**config.mk**
```make
export PLATFORM = sky130hd
export DESIGN_NAME = pmp_check_arb
export DESIGN_NICKNAME = d
export VERILOG_FILES = /design/src/rtl/pmp_check_arb.sv
export SDC_FILE = /design/constraint.sdc
export NUM_CORES = 1
export LEC_CHECK = 0
export ABC_CLOCK_PERIOD_IN_PS = 1700
export CORE_MARGIN = 2
export CORE_UTILIZATION = 36
export DETAILED_ROUTE_END_ITERATION = 6
export GPL_TIMING_DRIVEN = 0
export PLACE_DENSITY = 0.73
export SYNTH_ARGS = -nofsm -noshare
export SYNTH_HDL_FRONTEND = slang
export SYNTH_SLANG_ARGS = --single-unit
```
**constraint.sdc**
```tcl
create_clock -name clock -period 1.7 [get_ports clock]
set_clock_uncertainty 0.15 [all_clocks]
set_input_delay 0.34 -clock clock [delete_from_list [all_inputs] [get_ports clock]]
set_output_delay 0.34 -clock clock [all_outputs]
set_load 0.01 [all_outputs]
```
**src/rtl/pmp_check_arb.sv**
```systemverilog
// rtl/pmp_check_arb.sv - two-requester arbiter in front of a shared combinational PMP checker
module pmp_check_arb #(
  parameter int PLEN  = 33,
  parameter int CNT_W = 16
) (
  input  logic             clock,
  input  logic             reset,
  input  logic [1:0]       io_prv,
  input  logic             if_valid,
  output logic             if_ready,
  input  logic [PLEN:0]    if_addr,
  input  logic             if_flush,
  input  logic             ls_valid,
  output logic             ls_ready,
  input  logic [PLEN:0]    ls_addr,
  input  logic [1:0]       ls_size,
  input  logic             ls_r,
  input  logic             ls_w,
  output logic             if_rsp_valid,
  output logic             if_rsp_exc,
  output logic             ls_rsp_valid,
  output logic             ls_rsp_exc,
  output logic             chk_req,
  output logic [PLEN:0]    chk_addr,
  output logic [1:0]       chk_size,
  output logic             chk_r,
  output logic             chk_w,
  output logic             chk_x,
  output logic [1:0]       chk_prv,
  input  logic             chk_exception,
  output logic [CNT_W-1:0] deny_cnt
);

  typedef enum logic [1:0] {
    IDLE  = 2'b00,
    CHECK = 2'b01,
    RESP  = 2'b10
  } state_t;

  localparam logic OWN_IF = 1'b0;
  localparam logic OWN_LS = 1'b1;
  localparam logic [CNT_W-1:0] CNT_ONE = {{(CNT_W-1){1'b0}}, 1'b1};
  localparam logic [CNT_W-1:0] CNT_MAX = {CNT_W{1'b1}};

  state_t        state;
  logic          rr;
  logic          owner_q;
  logic          exc_q;
  logic          flush_q;
  logic [PLEN:0] addr_q;
  logic [1:0]    size_q;
  logic [1:0]    prv_q;
  logic          r_q;
  logic          w_q;
  logic          x_q;
  logic          if_flush_hit;
  logic          deliver_exc;

  // Grant only in IDLE; a sole requester wins, a contended grant follows rr.
  always_comb begin
    if_ready = 1'b0;
    ls_ready = 1'b0;
    if ((state == IDLE) && !reset) begin
      if_ready = if_valid & (!ls_valid | (rr == OWN_IF));
      ls_ready = ls_valid & (!if_valid | (rr == OWN_LS));
    end
  end

  // A flush seen in CHECK (remembered in flush_q) or in RESP kills the fetch response.
  assign if_flush_hit = (owner_q == OWN_IF) & (flush_q | if_flush);

  assign if_rsp_valid = (state == RESP) & (owner_q == OWN_IF) & !if_flush_hit;
  assign ls_rsp_valid = (state == RESP) & (owner_q == OWN_LS);
  assign if_rsp_exc   = if_rsp_valid & exc_q;
  assign ls_rsp_exc   = ls_rsp_valid & exc_q;
  assign deliver_exc  = (if_rsp_valid | ls_rsp_valid) & exc_q;

  // Checker drive comes straight from the latched request so it holds between checks.
  assign chk_req  = (state == CHECK);
  assign chk_addr = addr_q;
  assign chk_size = size_q;
  assign chk_r    = r_q;
  assign chk_w    = w_q;
  assign chk_x    = x_q;
  assign chk_prv  = prv_q;

  // Control FSM: IDLE -> CHECK -> RESP -> IDLE, with round-robin and verdict capture.
  always_ff @(posedge clock) begin
    if (reset) begin
      state   <= IDLE;
      rr      <= OWN_IF;
      owner_q <= OWN_IF;
      exc_q   <= 1'b0;
      flush_q <= 1'b0;
    end else begin
      case (state)
        IDLE: begin
          if (if_ready) begin
            state   <= CHECK;
            owner_q <= OWN_IF;
            rr      <= OWN_LS;
            flush_q <= 1'b0;
          end else if (ls_ready) begin
            state   <= CHECK;
            owner_q <= OWN_LS;
            rr      <= OWN_IF;
            flush_q <= 1'b0;
          end
        end
        CHECK: begin
          exc_q   <= chk_exception;
          flush_q <= (owner_q == OWN_IF) & if_flush;
          state   <= RESP;
        end
        RESP: begin
          state <= IDLE;
        end
        default: begin
          state <= IDLE;
        end
      endcase
    end
  end

  // Request latch: fields are captured at the handshake so later input changes are ignored.
  always_ff @(posedge clock) begin
    if (reset) begin
      addr_q <= '0;
      size_q <= 2'b00;
      prv_q  <= 2'b00;
      r_q    <= 1'b0;
      w_q    <= 1'b0;
      x_q    <= 1'b0;
    end else if (if_ready) begin
      addr_q <= if_addr;
      size_q <= 2'b10;
      prv_q  <= io_prv;
      r_q    <= 1'b0;
      w_q    <= 1'b0;
      x_q    <= 1'b1;
    end else if (ls_ready) begin
      addr_q <= ls_addr;
      size_q <= ls_size;
      prv_q  <= io_prv;
      r_q    <= ls_r;
      w_q    <= ls_w;
      x_q    <= 1'b0;
    end
  end

  // Denied-access counter: counts delivered faulting responses, sticks at all-ones.
  always_ff @(posedge clock) begin
    if (reset) begin
      deny_cnt <= '0;
    end else if (deliver_exc && (deny_cnt != CNT_MAX)) begin
      deny_cnt <= deny_cnt + CNT_ONE;
    end
  end

endmodule

```
==> flow_summary.json <==
{
  "outcome": "finished with violations",
  "violations": "negative setup slack",
  "cap_violations": 0,
  "rsz0062_at_grt": "true",
  "rows": 32,
  "cp.required_ps": 1210,
  "ys_ff_latch": 63,
  "die_y_um": 92.7,
  "yosys.area.top_type": "dfxtp_1",
  "htree_levels": 3,
  "grt_max_degree": 11,
  "ys_types": 47,
  "ant_nets": 0,
  "synth_ff_type": "dfxtp_1",
  "min_path_cells": 2,
  "grt_pass1_wl_um": 15500,
  "path_max_fanout": 4,
  "fmax_ghz": 0.540,
  "via_count": 3392,
  "hpwlAfterDp_um": 6840,
  "peakVddDrop_uv": 389,
  "dp_slack_ps": -1020,
  "areaGrowthSynthToFinish_pct": 92.8,
  "multi_input_area_um2": 1890,
  "arrival_ps": 1360,
  "firstDrtPassIters": 4,
  "period_share_pct": 109,
  "clk_latency_ps": 350,
  "hold_buffers": 0,
  "r2r_cells": 5,
  "dr.first_iter.drc_count": 119,
  "fin_util_pct": 71.0,
  "critical_path.cell_chain": "nor3_4 -> buf_6 -> nand3_4 -> inv_4 -> buf_6",
  "wire_per_inst_um": 16.8,
  "fp.dieArea_um2": 8590,
  "core_area_um2": 7690,
  "setup_viol": 14,
  "synth_top_area_share_pct": 44.5,
  "syn_nets": 423,
  "synthCells": 342,
  "track_usage_pct": 22.9,
  "maxSlewViolCount": 0,
  "finalHoldViolCount": 0,
  "cp-end-kind": "output pin",
  "grt_pass1_vias": 3297,
  "p_per_area_nw_per_um2": 663,
  "fillCellCount": 584,
  "setup_ws_ps": -152,
  "power_w": 0.00362,
  "antenna_found_initial": 2,
  "drc": 0,
  "port_buffers": 143,
  "start_util_pct": 36.8,
  "cp-start-kind": "register",
  "criticalPathCategory": "register to output pin",
  "seqCellArea_um2": 1310,
  "tightest_slew_ps": 624,
  "cp_slowest_cell": "dfxtp_4",
  "cp_slowest_stage_delay_ps": 360,
  "cts.sinks": 63,
  "ys_top_cells_by_area": "dfxtp_1, nand2_1, a311oi_1, nor2_1, a21oi_1",
  "avgViaCountPerCell": 5.29,
  "period_minus_slack_ps": 1850,
  "io_pins": 144,
  "clockBufferDepth": 2,
  "hold_end": "chk_prv[0]",
  "gp_congestion": 0.766,
  "clockRootBuffer": "clkbuf_8",
  "yosys_warnings": 0,
  "path_clk_slew_ps": 80,
  "p_leak_nw": 2.30,
  "ys_async_sr_fraction_pct": 0,
  "grt-ovfl-total": 0,
  "cts_buffers": 9,
  "hp-start": "chk_prv[0]",
  "synth_edf_count": 0,
  "avgSynthCellArea_um2": 8.28,
  "ff2ff_setup_slack_ps": -110,
  "die_x_um": 92.7,
  "slew_headroom_pct": 58.1,
  "fin_nets": 613,
  "cpMostUsedCell": "buf_6",
  "r2r-start": "state[0]",
  "drive_gt1_share_pct": 33.0,
  "ys_seq_area_share_pct": 44.5,
  "wirelength_um": 10800,
  "hold_class": "register to register",
  "rr_endpoint": "deny_cnt[13]",
  "cts_tree": "done",
  "syn_area_um2": 2830
}
[repair_timing]
item / 4_1_cts / 5_1_grt
setup buffers: 26 / 13
pin swaps: 22 / 28
resized for setup: 173 / 91
cloned: 2 / 2
endpoints found under the setup margin: 122 / 55
[cell families (layout without fill, tap and decap cells)]
logic type               after synthesis  after routing  synth area share, %
multiplexers                          10             10                 3.75
AND/OR/NAND/NOR                      163            163                 27.3
AO/OA/AOI/OAI                         73             73                 19.4
flip-flops                            63             63                 44.5
buffers and inverters                 32            227                 4.59
adder cells (fa/ha/maj)                1              1                0.442
other                                  0              2                    0
[final cells by class]
class,count,share of cell area (%)
multi-input combinational,247,34.7
timing repair buffer,182,31.9
sequential,63,24.0
buffer,20,3.14
clock buffer,13,2.91
tap,102,2.34
inverter,9,0.664
clock inverter,3,0.321
antenna,2,0.0916
[cells in the mapped netlist (6+ instances only)]
cell type and count:
a21oi_1 17, nand2_1 75, nor3_1 6, dfxtp_1 63
clkbuf_1 15, o31ai_1 6, a311oi_1 29, inv_1 8
nand3_1 9, nor2_1 40
[worst max-delay path by stage]
| stage | startpoint | to | slack, ps | cells past startpoint |
|---|---|---|---|---|
| detailed placement | reset | if_ready | -1020 | 6 |
| global placement | reset | if_ready | -990 | 6 |
| finish | state[0] | if_ready | -150 | 5 |
| floorplan | deny_cnt[0] | deny_cnt[4] | -40 | 6 |
| CTS | state[0] | if_rsp_exc | -240 | 4 |
| global route | state[0] | ls_ready | -210 | 5 |
[worst max-delay path: cells and delay by family (launching register included)]
kind | cells | cell delay [ps]
flip-flops | 1 | 360
buffers and inverters | 3 | 330
AND/OR/NAND/NOR | 2 | 320
[power by group]
part	switching [W]	internal, W	leakage (nW)
registers	0.0000585	0.00156	0.527
logic	0.000367	0.000437	1.68
clock network	0.000598	0.000606	0.0894
total	0.00102	0.00260	2.30
[metrics by stage]
stage	instance area, µm²	instances	hold slack, ps	setup TNS (ps)
after floorplan	2880	342	326	-86.4
after global placement	4440	587	290	-31780
after detailed placement	4440	587	297	-34670
after CTS	5070	631	305	-1640
after global routing	5460	641	320	-2780
final	5460	641	306	-1010
[flip-flops by register name (all words and copies together) (netlist names)]
signal	cells
chk_addr	34
chk_prv	2
chk_r	1
chk_size	2
chk_w	1
chk_x	1
deny_cnt	16
exc_q	1
flush_q	1
owner_q	1
rr	1
state	2
[layer usage]
layer  vias to the layer above  track usage, %  wire, µm
met3                        25            7.73       915
li1                       1606               -         -
met5                         -               0         0
met2                       136            39.4      5420
met4                         0            11.9       293
met1                      1625            25.1      4150
[cells in the final DEF, fill, tap and decap left out, drive strengths merged, types with 5 or more instances in the layout]
master	synthesis	final
a21oi	17	17
a22oi	5	5
a311oi	29	29
buf	8	52
clkbuf	15	26
clkdlybuf4s50	0	75
dfxtp	63	63
dlygate4sd2	0	59
inv	9	9
mux2	5	5
mux2i	5	5
nand2	75	75
nand3	9	9
nor2	40	40
nor2b	5	5
nor3	8	8
o31ai	6	6
or4	5	5
No activity file was read; power rests on OpenSTA's default activity.
